<file path="config.mk">
export PLATFORM = sky130hd
export DESIGN_NAME = mem_issue_queue_flat
export DESIGN_NICKNAME = d
export VERILOG_FILES = /design/src/rtl/mem_issue_queue_pkg.sv /design/src/rtl/mem_issue_queue_if.sv /design/src/rtl/mem_issue_queue_entry.sv /design/src/rtl/mem_issue_queue.sv /design/src/flat_wrapper.sv
export SDC_FILE = /design/constraint.sdc
export NUM_CORES = 2
export LEC_CHECK = 0
export ABC_CLOCK_PERIOD_IN_PS = 8800
export BUFFER_PORTS_ARGS = -buffer_cell sky130_fd_sc_hd__buf_2
export CORE_MARGIN = 4
export CORE_UTILIZATION = 50
export CTS_CLUSTER_DIAMETER = 30
export DETAILED_ROUTE_END_ITERATION = 8
export PLACE_DENSITY = 0.72
export SLEW_MARGIN = 20
export SYNTH_ARGS = -nofsm -noshare
export SYNTH_HDL_FRONTEND = slang
export SYNTH_SLANG_ARGS = --single-unit
</file>
<file path="constraint.sdc">
create_clock -name i_clk -period 8.8 [get_ports i_clk]
set_clock_uncertainty 0.1 [all_clocks]
set_input_delay 0.44 -clock i_clk [delete_from_list [all_inputs] [get_ports i_clk]]
set_output_delay 0.44 -clock i_clk [all_outputs]
set_load 0.01 [all_outputs]
</file>
<file path="src/rtl/mem_issue_queue_pkg.sv">
// mem_issue_queue_pkg: shared constants for the memory issue queue.
//   UOP_LOAD / UOP_STORE : opcodes that select the operand-ready rule
//   FUNC_B / FUNC_H / FUNC_W : access size codes carried in the func field
//   bundle_width()       : issued bundle width, payload fields plus the val bit
// Bundle layout, MSB to LSB: {val, func[9:0], brmask, uop[6:0], pc, imm, rd, op2, op1}
package mem_issue_queue_pkg;
  localparam logic [6:0] UOP_LOAD  = 7'b0000011;
  localparam logic [6:0] UOP_STORE = 7'b0100011;
  localparam logic [9:0] FUNC_B    = 10'd0;
  localparam logic [9:0] FUNC_H    = 10'd1;
  localparam logic [9:0] FUNC_W    = 10'd2;

  // Payload is 4*32+rd+brmask+uop+func; the val bit sits above it at WIDTH-1.
  function automatic int bundle_width(input int wreg, input int wbrm);
    return 4*32 + wreg + wbrm + 7 + 10 + 1;
  endfunction
endpackage

</file>
<file path="src/rtl/mem_issue_queue_if.sv">
// mem_issue_queue_if: dispatch, writeback broadcast, kill and issue signals.
//   master : dispatch/writeback side (drives i_*, observes o_*)
//   slave  : the queue
interface mem_issue_queue_if #(
  parameter int WIDTH_Q   = 3,
  parameter int WIDTH_REG = 5,
  parameter int WIDTH_BRM = 4
);
  localparam int WIDTH = mem_issue_queue_pkg::bundle_width(WIDTH_REG, WIDTH_BRM);

  logic                 i_enq_valid;
  logic                 o_enq_ready;
  logic [6:0]           i_enq_uop;
  logic [9:0]           i_enq_func;
  logic [WIDTH_BRM-1:0] i_enq_brmask;
  logic [31:0]          i_enq_pc;
  logic [31:0]          i_enq_imm;
  logic [WIDTH_REG-1:0] i_enq_rd;
  logic [WIDTH_REG-1:0] i_enq_rs1;
  logic [WIDTH_REG-1:0] i_enq_rs2;
  logic                 i_enq_rdy1;
  logic                 i_enq_rdy2;
  logic [31:0]          i_enq_op1;
  logic [31:0]          i_enq_op2;
  logic                 i_wb_valid;
  logic [WIDTH_REG-1:0] i_wb_addr;
  logic [31:0]          i_wb_data;
  logic [WIDTH_BRM-1:0] i_kill_mask;
  logic [WIDTH-1:0]     o_instr;
  logic [WIDTH_Q:0]     o_count;

  modport master (
    output i_enq_valid, i_enq_uop, i_enq_func, i_enq_brmask, i_enq_pc, i_enq_imm, i_enq_rd,
           i_enq_rs1, i_enq_rs2, i_enq_rdy1, i_enq_rdy2, i_enq_op1, i_enq_op2,
           i_wb_valid, i_wb_addr, i_wb_data, i_kill_mask,
    input  o_enq_ready, o_instr, o_count
  );
  modport slave (
    input  i_enq_valid, i_enq_uop, i_enq_func, i_enq_brmask, i_enq_pc, i_enq_imm, i_enq_rd,
           i_enq_rs1, i_enq_rs2, i_enq_rdy1, i_enq_rdy2, i_enq_op1, i_enq_op2,
           i_wb_valid, i_wb_addr, i_wb_data, i_kill_mask,
    output o_enq_ready, o_instr, o_count
  );
endinterface

</file>
<file path="src/rtl/mem_issue_queue_entry.sv">
// mem_issue_queue_entry: one queue slot.
//   wr/clr        : load from the enq_* fields / free the slot (pop)
//   wb_*          : writeback broadcast, compared against both source tags
//   kill_mask     : branch kill; killed reports a hit this cycle, slot drops next edge
//   rdy*_v, op*_v : operand view used for issue; with BYPASS set it includes
//                   this cycle's wakeup and muxes wb_data in for a not-yet-latched operand
module mem_issue_queue_entry #(
  parameter int WIDTH_REG = 5,
  parameter int WIDTH_BRM = 4,
  parameter bit BYPASS    = 1'b0
) (
  input  logic                 clk,
  input  logic                 rst,
  input  logic                 wr,
  input  logic                 clr,
  input  logic [6:0]           enq_uop,
  input  logic [9:0]           enq_func,
  input  logic [WIDTH_BRM-1:0] enq_brmask,
  input  logic [31:0]          enq_pc,
  input  logic [31:0]          enq_imm,
  input  logic [WIDTH_REG-1:0] enq_rd,
  input  logic [WIDTH_REG-1:0] enq_rs1,
  input  logic [WIDTH_REG-1:0] enq_rs2,
  input  logic                 enq_rdy1,
  input  logic                 enq_rdy2,
  input  logic [31:0]          enq_op1,
  input  logic [31:0]          enq_op2,
  input  logic                 wb_valid,
  input  logic [WIDTH_REG-1:0] wb_addr,
  input  logic [31:0]          wb_data,
  input  logic [WIDTH_BRM-1:0] kill_mask,
  output logic                 valid,
  output logic                 killed,
  output logic [6:0]           uop,
  output logic [9:0]           func,
  output logic [WIDTH_BRM-1:0] brmask,
  output logic [31:0]          pc,
  output logic [31:0]          imm,
  output logic [WIDTH_REG-1:0] rd,
  output logic                 rdy1_v,
  output logic                 rdy2_v,
  output logic [31:0]          op1_v,
  output logic [31:0]          op2_v
);
  logic [WIDTH_REG-1:0] rs1, rs2;
  logic                 rdy1, rdy2;
  logic [31:0]          op1, op2;
  logic                 wake1, wake2, take1, take2;

  assign wake1  = valid && !rdy1 && wb_valid && wb_addr == rs1;
  assign wake2  = valid && !rdy2 && wb_valid && wb_addr == rs2;
  // Broadcast landing in the same cycle as the enqueue; tag 0 is never waited on.
  assign take1  = !enq_rdy1 && enq_rs1 != '0 && wb_valid && wb_addr == enq_rs1;
  assign take2  = !enq_rdy2 && enq_rs2 != '0 && wb_valid && wb_addr == enq_rs2;
  assign killed = valid && |(brmask & kill_mask);

  assign rdy1_v = rdy1 || (BYPASS && wake1);
  assign rdy2_v = rdy2 || (BYPASS && wake2);
  assign op1_v  = rdy1 ? op1 : wb_data;
  assign op2_v  = rdy2 ? op2 : wb_data;

  always_ff @(posedge clk) begin
    if (rst) begin
      valid <= 1'b0;
      rdy1  <= 1'b0;
      rdy2  <= 1'b0;
    end else if (wr) begin
      valid  <= 1'b1;
      uop    <= enq_uop;
      func   <= enq_func;
      brmask <= enq_brmask;
      pc     <= enq_pc;
      imm    <= enq_imm;
      rd     <= enq_rd;
      rs1    <= enq_rs1;
      rs2    <= enq_rs2;
      rdy1   <= enq_rdy1 || enq_rs1 == '0 || take1;
      rdy2   <= enq_rdy2 || enq_rs2 == '0 || take2;
      op1    <= take1 ? wb_data : enq_op1;
      op2    <= take2 ? wb_data : enq_op2;
    end else begin
      if (clr || killed) valid <= 1'b0;
      if (wake1) begin
        rdy1 <= 1'b1;
        op1  <= wb_data;
      end
      if (wake2) begin
        rdy2 <= 1'b1;
        op2  <= wb_data;
      end
    end
  end
endmodule

</file>
<file path="src/rtl/mem_issue_queue.sv">
// mem_issue_queue: in-order issue queue for load/store uops.
//   i_clk, i_rst : clock, synchronous active-high reset
//   q (slave)    : enqueue, writeback broadcast, kill mask, issued bundle, occupancy
// Only the head may issue, one op per cycle, into a registered bundle.
// Killed or invalid head slots are popped without issuing.
// Build option MEM_ISSUE_WB_BYPASS_EN: the head also sees this cycle's writeback,
// so an op whose last operand arrives on the broadcast issues that same cycle.
module mem_issue_queue
  import mem_issue_queue_pkg::*;
#(
  parameter int WIDTH_Q   = 3,
  parameter int WIDTH_REG = 5,
  parameter int WIDTH_BRM = 4
) (
  input logic              i_clk,
  input logic              i_rst,
  mem_issue_queue_if.slave q
);
  localparam int DEPTH = 1 << WIDTH_Q;
  localparam int WIDTH = bundle_width(WIDTH_REG, WIDTH_BRM);
`ifdef MEM_ISSUE_WB_BYPASS_EN
  localparam bit BYPASS = 1'b1;
`else
  localparam bit BYPASS = 1'b0;
`endif

  logic [WIDTH_Q-1:0]                  head, tail;
  logic [WIDTH_Q:0]                    count;
  logic [WIDTH-1:0]                    instr;
  logic [DEPTH-1:0]                    wr, clr, e_valid, e_killed, e_rdy1, e_rdy2;
  logic [DEPTH-1:0][6:0]               e_uop;
  logic [DEPTH-1:0][9:0]               e_func;
  logic [DEPTH-1:0][WIDTH_BRM-1:0]     e_brmask;
  logic [DEPTH-1:0][31:0]              e_pc, e_imm, e_op1, e_op2;
  logic [DEPTH-1:0][WIDTH_REG-1:0]     e_rd;
  logic                                enq_ready, push, pop, issue, h_ready;

  // Registered count only: a full queue refuses even in a cycle that issues.
  assign enq_ready = count != (WIDTH_Q+1)'(DEPTH);
  // A killed offer is acknowledged but never takes a slot.
  assign push      = q.i_enq_valid && enq_ready && !(|(q.i_enq_brmask & q.i_kill_mask));
  assign h_ready   = e_rdy1[head] && (e_uop[head] != UOP_STORE || e_rdy2[head]);
  assign issue     = count != '0 && e_valid[head] && !e_killed[head] && h_ready;
  assign pop       = count != '0 && (issue || !e_valid[head]);

  for (genvar i = 0; i < DEPTH; i++) begin : g_ent
    assign wr[i]  = push && tail == WIDTH_Q'(i);
    assign clr[i] = pop && head == WIDTH_Q'(i);
    mem_issue_queue_entry #(
      .WIDTH_REG(WIDTH_REG), .WIDTH_BRM(WIDTH_BRM), .BYPASS(BYPASS)
    ) u_ent (
      .clk(i_clk), .rst(i_rst), .wr(wr[i]), .clr(clr[i]),
      .enq_uop(q.i_enq_uop), .enq_func(q.i_enq_func), .enq_brmask(q.i_enq_brmask),
      .enq_pc(q.i_enq_pc), .enq_imm(q.i_enq_imm), .enq_rd(q.i_enq_rd),
      .enq_rs1(q.i_enq_rs1), .enq_rs2(q.i_enq_rs2),
      .enq_rdy1(q.i_enq_rdy1), .enq_rdy2(q.i_enq_rdy2),
      .enq_op1(q.i_enq_op1), .enq_op2(q.i_enq_op2),
      .wb_valid(q.i_wb_valid), .wb_addr(q.i_wb_addr), .wb_data(q.i_wb_data),
      .kill_mask(q.i_kill_mask),
      .valid(e_valid[i]), .killed(e_killed[i]), .uop(e_uop[i]), .func(e_func[i]),
      .brmask(e_brmask[i]), .pc(e_pc[i]), .imm(e_imm[i]), .rd(e_rd[i]),
      .rdy1_v(e_rdy1[i]), .rdy2_v(e_rdy2[i]), .op1_v(e_op1[i]), .op2_v(e_op2[i])
    );
  end

  always_ff @(posedge i_clk) begin
    if (i_rst) begin
      head  <= '0;
      tail  <= '0;
      count <= '0;
      instr <= '0;
    end else begin
      if (push) tail <= tail + WIDTH_Q'(1);
      if (pop)  head <= head + WIDTH_Q'(1);
      count <= count + (WIDTH_Q+1)'(push) - (WIDTH_Q+1)'(pop);
      instr <= issue ? {1'b1, e_func[head], e_brmask[head], e_uop[head], e_pc[head],
                        e_imm[head], e_rd[head], e_op2[head], e_op1[head]} : '0;
    end
  end

  assign q.o_enq_ready = enq_ready;
  assign q.o_count     = count;
  assign q.o_instr     = instr;
endmodule

</file>
<file path="src/flat_wrapper.sv">
// flat-port wrapper written by rule: the top's interface ports become plain ports
module mem_issue_queue_flat import mem_issue_queue_pkg::*;
#(
  parameter int WIDTH_Q   = 3,
  parameter int WIDTH_REG = 5,
  parameter int WIDTH_BRM = 4
)
  (i_clk, i_rst, q_i_enq_valid, q_i_enq_uop, q_i_enq_func, q_i_enq_brmask, q_i_enq_pc, q_i_enq_imm, q_i_enq_rd, q_i_enq_rs1, q_i_enq_rs2, q_i_enq_rdy1, q_i_enq_rdy2, q_i_enq_op1, q_i_enq_op2, q_i_wb_valid, q_i_wb_addr, q_i_wb_data, q_i_kill_mask, q_o_enq_ready, q_o_instr, q_o_count);
  mem_issue_queue_if #(.WIDTH_Q(WIDTH_Q), .WIDTH_REG(WIDTH_REG), .WIDTH_BRM(WIDTH_BRM)) q_i ();
  input logic i_clk;
  input logic i_rst;
  input wire logic [$bits(q_i.i_enq_valid)-1:0] q_i_enq_valid;
  input wire logic [$bits(q_i.i_enq_uop)-1:0] q_i_enq_uop;
  input wire logic [$bits(q_i.i_enq_func)-1:0] q_i_enq_func;
  input wire logic [$bits(q_i.i_enq_brmask)-1:0] q_i_enq_brmask;
  input wire logic [$bits(q_i.i_enq_pc)-1:0] q_i_enq_pc;
  input wire logic [$bits(q_i.i_enq_imm)-1:0] q_i_enq_imm;
  input wire logic [$bits(q_i.i_enq_rd)-1:0] q_i_enq_rd;
  input wire logic [$bits(q_i.i_enq_rs1)-1:0] q_i_enq_rs1;
  input wire logic [$bits(q_i.i_enq_rs2)-1:0] q_i_enq_rs2;
  input wire logic [$bits(q_i.i_enq_rdy1)-1:0] q_i_enq_rdy1;
  input wire logic [$bits(q_i.i_enq_rdy2)-1:0] q_i_enq_rdy2;
  input wire logic [$bits(q_i.i_enq_op1)-1:0] q_i_enq_op1;
  input wire logic [$bits(q_i.i_enq_op2)-1:0] q_i_enq_op2;
  input wire logic [$bits(q_i.i_wb_valid)-1:0] q_i_wb_valid;
  input wire logic [$bits(q_i.i_wb_addr)-1:0] q_i_wb_addr;
  input wire logic [$bits(q_i.i_wb_data)-1:0] q_i_wb_data;
  input wire logic [$bits(q_i.i_kill_mask)-1:0] q_i_kill_mask;
  output wire logic [$bits(q_i.o_enq_ready)-1:0] q_o_enq_ready;
  output wire logic [$bits(q_i.o_instr)-1:0] q_o_instr;
  output wire logic [$bits(q_i.o_count)-1:0] q_o_count;
  assign q_i.i_enq_valid = q_i_enq_valid;
  assign q_i.i_enq_uop = q_i_enq_uop;
  assign q_i.i_enq_func = q_i_enq_func;
  assign q_i.i_enq_brmask = q_i_enq_brmask;
  assign q_i.i_enq_pc = q_i_enq_pc;
  assign q_i.i_enq_imm = q_i_enq_imm;
  assign q_i.i_enq_rd = q_i_enq_rd;
  assign q_i.i_enq_rs1 = q_i_enq_rs1;
  assign q_i.i_enq_rs2 = q_i_enq_rs2;
  assign q_i.i_enq_rdy1 = q_i_enq_rdy1;
  assign q_i.i_enq_rdy2 = q_i_enq_rdy2;
  assign q_i.i_enq_op1 = q_i_enq_op1;
  assign q_i.i_enq_op2 = q_i_enq_op2;
  assign q_i.i_wb_valid = q_i_wb_valid;
  assign q_i.i_wb_addr = q_i_wb_addr;
  assign q_i.i_wb_data = q_i_wb_data;
  assign q_i.i_kill_mask = q_i_kill_mask;
  assign q_o_enq_ready = q_i.o_enq_ready;
  assign q_o_instr = q_i.o_instr;
  assign q_o_count = q_i.o_count;
  mem_issue_queue #(.WIDTH_Q(WIDTH_Q), .WIDTH_REG(WIDTH_REG), .WIDTH_BRM(WIDTH_BRM)) u_core (.i_clk(i_clk), .i_rst(i_rst), .q(q_i));
endmodule
</file>
## Word-level counts from Yosys, hierarchy flattened

Cells that the tools add are included.

| word-level totals | value |
|---|---|
| bits of input ports | 211 |
| bits in registers | 1501 |
| word-level logic and storage cells | 467 |

| cells by class | value |
|---|---|
| order comparisons | 1 |
| bitwise operators | 11 |
| reduce and logical (&&, ||, !) cells | 185 |
| add/sub/neg operators | 4 |
| eq/ne operators | 34 |
| mux-type cells | 123 |

Operators with widths:

| operator | count |
|---|---|
| 2-to-1 mux 32 bit | 54 |
| binary-select mux 32 bit (select 3 bit) | 4 |
| 2-to-1 mux 155 bit | 1 |
| equality test 5 bit | 18 |
| logical AND 1 bit | 85 |
| 2-to-1 mux 1 bit | 52 |
| AND reduction 2 bit | 24 |
| nonzero test 2 bit | 24 |
| AND 4 bit | 9 |
| OR reduction 4 bit | 9 |
| binary-select mux 10 bit (select 3 bit) | 1 |
| equality test 3 bit, second input constant | 8 |
| binary-select mux 7 bit (select 3 bit) | 1 |
| zero test 1 bit | 21 |
| binary-select mux 5 bit (select 3 bit) | 1 |
| logical OR 1 bit | 14 |
| binary-select mux 1 bit (select 3 bit) | 4 |
| binary-select mux 4 bit (select 3 bit) | 1 |
| equality test 3 x 2 -> 1 bit, second input constant | 4 |
| zero test 5 bit | 2 |
| 2-to-1 mux 10 bit | 1 |
| nonzero test 5 bit | 2 |
| 2-to-1 mux 7 bit | 1 |
| != test 7 x 6 -> 1 bit, second input constant | 1 |
| other kinds (12) | 16 |

## Logic depth before layout (Yosys ltp)

| depth | value |
|---|---|
| depth in word-level cells | 14 |
| depth in mapped cells | 17 |

## By module

From an unflattened synthesis, not the netlist that was laid out.

| unflattened totals | value |
|---|---|
| cell total of the unflattened synthesis | 4042 |
| area, all modules | 71071.9 um^2 |

Modules (own cells, without submodules):

| module | seq. area each (um^2) | area each (um^2) | instances | cells an instance |
|---|---|---|---|---|
| mem_issue_queue_entry | 4984.8 | 7173.1 | 8 | 361 |
| mem_issue_queue | 3303.2 | 13686.9 | 1 | 1154 |

## Worst setup path after synthesis

Ideal clock, no wire load.

| path | value |
|---|---|
| path type | input to register |
| start | input q_i_kill_mask[2] |
| end | register u_core.g_ent[1].u_ent.brmask[0] (enable) |
| stages on the path | 7 |
| arrival time | 5.889 ns |
| required time | 8.138 ns |
| path slack | 2.250 ns |
| setup time | 0.562 ns |
| path buffers | 3 |
| path through | buf_2 -> a222oi_1 -> and4_1 -> clkbuf_1 -> buf_2 -> nand3_1 -> nor2_1 |

| on the way | value |
|---|---|
| longest elaborated chain between the ends | 6 |

Ends and longest elaborated chain:

| element | line | RTL |
|---|---|---|
| start, declared | flat_wrapper.sv:28 | `input wire logic [$bits(q_i.i_kill_mask)-1:0] q_i_kill_mask;` |
| AND 4 bit | mem_issue_queue.sv:41 | `assign push = q.i_enq_valid && enq_ready && !(\|(q.i_enq_brmask & q.i_kill_mask));` |
| OR reduction 4 bit | mem_issue_queue.sv:41 |  |
| zero test 1 bit | mem_issue_queue.sv:41 |  |
| logical AND 1 bit | mem_issue_queue.sv:41 |  |
| net u_core.push | mem_issue_queue.sv:36 | `logic enq_ready, push, pop, issue, h_ready;` |
| logical AND 1 bit | mem_issue_queue.sv:47 | `assign wr[i] = push && tail == WIDTH_Q'(i);` |
| AND reduction 2 bit (no line) | - |  |
| end signal, assigned | mem_issue_queue_entry.sv:71 | `brmask <= enq_brmask;` |
| end, declared | mem_issue_queue_entry.sv:36 | `output logic [WIDTH_BRM-1:0] brmask,` |

The timed path passes the listed nets, and every way through them passes these cells.
A chain may end at the register's enable or synchronous reset.

## Final worst setup path

| path | value |
|---|---|
| start | register u_core.head[0] |
| end | register u_core.count[2] (netlist: u_core.q.o_count[2]) |

| on the way | value |
|---|---|
| longest elaborated chain between the ends | 9 |

Ends and longest elaborated chain:

| element | line | RTL |
|---|---|---|
| start, declared | mem_issue_queue.sv:27 | `logic [WIDTH_Q-1:0] head, tail;` |
| start signal, assigned | mem_issue_queue.sv:74 | `if (pop) head <= head + WIDTH_Q'(1);` |
| binary-select mux 7 bit (select 3 bit) | mem_issue_queue.sv:42 | `assign h_ready = e_rdy1[head] && (e_uop[head] != UOP_STORE \|\| e_rdy2[head]);` |
| 2-to-1 mux 7 bit (not written as such) | mem_issue_queue.sv:42 |  |
| != test 7 x 6 -> 1 bit | mem_issue_queue.sv:42 |  |
| logical OR 1 bit | mem_issue_queue.sv:42 |  |
| logical AND 1 bit | mem_issue_queue.sv:42 |  |
| logical AND 1 bit | mem_issue_queue.sv:43 | `assign issue = count != '0 && e_valid[head] && !e_killed[head] && h_ready;` |
| logical OR 1 bit * | mem_issue_queue.sv:44 | `assign pop = count != '0 && (issue \|\| !e_valid[head]);` |
| logical AND 1 bit * | mem_issue_queue.sv:44 |  |
| subtractor 4 x 1 -> 4 bit * | mem_issue_queue.sv:75 | `count <= count + (WIDTH_Q+1)'(push) - (WIDTH_Q+1)'(pop);` |
| end signal, assigned | mem_issue_queue.sv:75 |  |
| end, declared | mem_issue_queue.sv:28 | `logic [WIDTH_Q:0] count;` |

Mark *: on every way between the ends. The rest lies on a longest branch, timed or not. The select of a mux whose other input is x is not followed.

==> flow_summary_export.csv <==
group,metric,value,unit
placement,detailed_place_hpwl,96420,um
cts,clkTransAtPathRegs,0.05,ns
synth,synthFlopType,"edfxtp_1",
setup_path,cp_num_buf_inv,5,
sta,max_slew_margin,0.2490,
routing,viasPerCell,6.097,
setup_path,cpMaxStageDelayCell,"dfxtp_4",
placement,numPortBuffers,370,
global_route,antenna_found_initial,30,
hold_path,hp-class,"in -> reg",
routing,vias,41410,
synth,synth-warning-count,0,
routing,totalWireLength,189200,um
setup_path,crit_path_cell_trace,"buf_4 > inv_4 > nand4_1 > a21oi_1 > or4_1 > a2111oi_2 > buf_4 > or2_2 > ha_1 > inv_1 > ha_1 > inv_1 > fa_1 > xor2_1 > nor2_1",
cts,cts_sinks,1501,
die,dieArea,137800,um^2
routing,drc,0,
synth,synthArstFlopShare,0,
global_route,grt_max_degree,193,
run,drv_cap,0,
run_status,status,"finished, final reports clean",
die,ios,371,
routing,drt_iter0_markers,4331,
synth,syn_nets,4459,
setup_path,critPathCaptureType,"flip-flop",
die,fp.dieH,371.2,um
placement,place_inst,6047,
sta,timing.hold.ws,0.09838,ns
synth,ys_seq_elements,1501,
cts,clk_path_buf_depth,4,
global_route,grt_pass1_vias,42400,
placement,place_area,69190,um^2
sta,report.final.slew_viol_count,0,
routing,drt_first_pass_iters,5,
sta,worst_pin_slew,1.126,ns
sta,hold_viol,0,
routing,ant_nets,0,
setup_path,cp-start-kind,"flip-flop",
setup_path,worstSetupPathType,"reg -> reg",
synth,syn_area,65970,um^2
cts,numCtsBuffers,313,
cts,cts_tree,"built",
final_layout,fin_nets,5001,
sta,setup_viol,0,
synth,synth-edff-count,1312,
cts,htreeDepth,5,
final_layout,final_cells,6791,
synth,syn_avg_cell_area,15.60,um^2
pwr,cellLeakagePower,27.38,nW
die,fp-row-count,133,
die,core,131300,um^2
setup_path,path_delay_family,"buffers and inverters",
pwr,peakVddDrop,0.2602,mV
setup_path,critPathMaxStageDelay,0.76,ns
global_route,grt_overflow_total,0,
sta,min_period_over_period,0.5337,
cts,root_buffer,"clkbuf_16",
sta,period_needed,4.696,ns
die,die_w,371.2,um
routing,wire_per_inst,27.86,um
final_layout,final_cell_area,81180,um^2
sta,clock.fmax,212.9,MHz
synth,synth.distinct_cells,64,
setup_path,crit_fanout,47,
final_layout,syn_to_final_growth,23.06,%
sta,rsz0062_at_grt,"false",
global_route,grtUsageTotal,0.2706,
die,start_util,0.5025,
placement,place_congestion,0.8067,
final_layout,layout-drive-gt1-share,0.3514,
synth,ys_seq_area_frac,0.6545,
cts,cts_setup_buffers,0,
sta,tns,0,ns
setup_path,crit_arrival,5.34,ns
cts,clk_latency,0.91,ns
pwr,power.density,281.9,nW/um^2
setup_path,required,9.44,ns
global_route,grt_pass1_wl,276500,um
synth,netlist_instances,4229,
## final timing paths
check                          startpoint                           end  slack [ns]  cells after the start
max                        u_core.head[0]           u_core.q.o_count[2]        4.10                     15
min                      q_i_kill_mask[2]   u_core.g_ent[2].u_ent.valid         0.1                      3
max reg2reg                u_core.head[0]           u_core.q.o_count[2]        4.10                     15
min reg2reg  u_core.g_ent[3].u_ent.rdy2_v  u_core.g_ent[3].u_ent.rdy2_v        0.45                      2
## worst reg2reg max path, cell delays in order (launching register included)
cell and delay (ns):
dfxtp_4 0.76, buf_4 0.57, inv_4 0.39, nand4_1 0.23, a21oi_1 0.05, or4_1 0.53, a2111oi_2 0.31, buf_4 0.25
or2_2 0.20, ha_1 0.24, inv_1 0.06, ha_1 0.15, inv_1 0.06, fa_1 0.42, xor2_1 0.18, nor2_1 0.06
## flip-flops by register name (all words and copies together), names as in the netlist, 56 cells and up
name / count
u_core.q.o_instr: 155
u_core.g_ent.u_ent.pc: 256
u_core.g_ent.u_ent.op1: 256
u_core.g_ent.u_ent.func: 80
u_core.g_ent.u_ent.op2: 256
u_core.g_ent.u_ent.imm: 256
u_core.g_ent.u_ent.uop: 56
## cell type report
cell class              instances  area (um^2)
clock inverters               159         1844
fillers                      9241        50110
diodes                         27        67.56
flip-flops and latches       1501        43200
well taps                    1755         2196
clock buffers                 394         8433
inverters                      21        86.33
multi-input cells            2317        21210
repair buffers                617         4149
## synth_stat cells, types with 7 or more instances
library cell / n / share of area
nor2b_1: 34 / 0.0032
dfxtp_1: 189 / 0.057
buf_2: 61 / 0.0046
nor2_1: 245 / 0.014
buf_6: 13 / 0.0022
or4_1: 11 / 0.0013
buf_4: 20 / 0.0023
nand2_1: 282 / 0.016
mux2_2: 506 / 0.086
mux2_1: 7 / 0.0012
xnor2_1: 68 / 0.0090
xor2_1: 25 / 0.0033
ha_1: 18 / 0.0034
clkbuf_1: 220 / 0.013
buf_1: 67 / 0.0038
mux2i_1: 239 / 0.036
a311oi_1: 34 / 0.0045
a211oi_1: 103 / 0.012
a21oi_1: 143 / 0.011
mux4_2: 212 / 0.072
o22ai_1: 131 / 0.012
a211oi_2: 59 / 0.011
nor3_1: 77 / 0.0058
inv_1: 18 / 0.0010
a22oi_1: 14 / 0.0016
edfxtp_1: 1312 / 0.60
nand4_1: 20 / 0.0019
## what timing repair did
action,CTS,global route
hold endpoints to repair,1312,0
hold buffers,164,0
gates resized for setup,0,0
setup endpoints to repair,0,0
## cell families (layout without fill, tap and decap cells)
kind of cell               Yosys count  after routing  synth area share
DFF                               1501           1501            0.6545
muxes                              964            964            0.1962
and+or+nand+nor                    713            713           0.04677
AOI/OAI and AO/OA                  528            528           0.05796
buffers and inverters              411           1191           0.02847
xor gates and xnor gates            93             93           0.01235
adders and majority gates           19             19          0.003717
other                                0             27                 0
## through the flow
stage | setup slack [ns] | total power, W | utilization
detailed placement | 4.086 | 0.01142 | 0.5270
finish | 4.104 | 0.02289 | 0.6183
CTS | 4.076 | 0.02296 | 0.6177
global route | 3.774 | 0.02367 | 0.6180
floorplan | 2.250 | 0.01064 | -
global placement | 4.072 | 0.01137 | 0.5269
## metal layers
layer  routed length, um  share of wire  global-route usage
met4                7474          0.040              0.1140
met2               91110           0.48              0.4363
met3               17410          0.092             0.06773
met5                  66        0.00035                   0
met1               73110           0.39              0.3512
## cell usage in the layout, fill, tap and decap left out, types with 79 or more instances in the layout
cell type,count
nand2_1,282
buf_4,79
dlygate4sd3_1,164
mux2i_1,239
mux2_2,506
a211oi_1,103
edfxtp_1,1312
o22ai_1,131
buf_2,370
a21oi_1,133
dfxtp_1,178
nor2_1,223
clkbuf_16,318
mux4_2,212
## power breakdown
group,leakage [nW],internal [W],switching (W)
clock,4.98,0.00778,0.00369
combinational,9.07,0.00149,0.00192
sequential,13.3,0.00784,0.000155
Note: power is estimated with default switching activity, not from simulation.
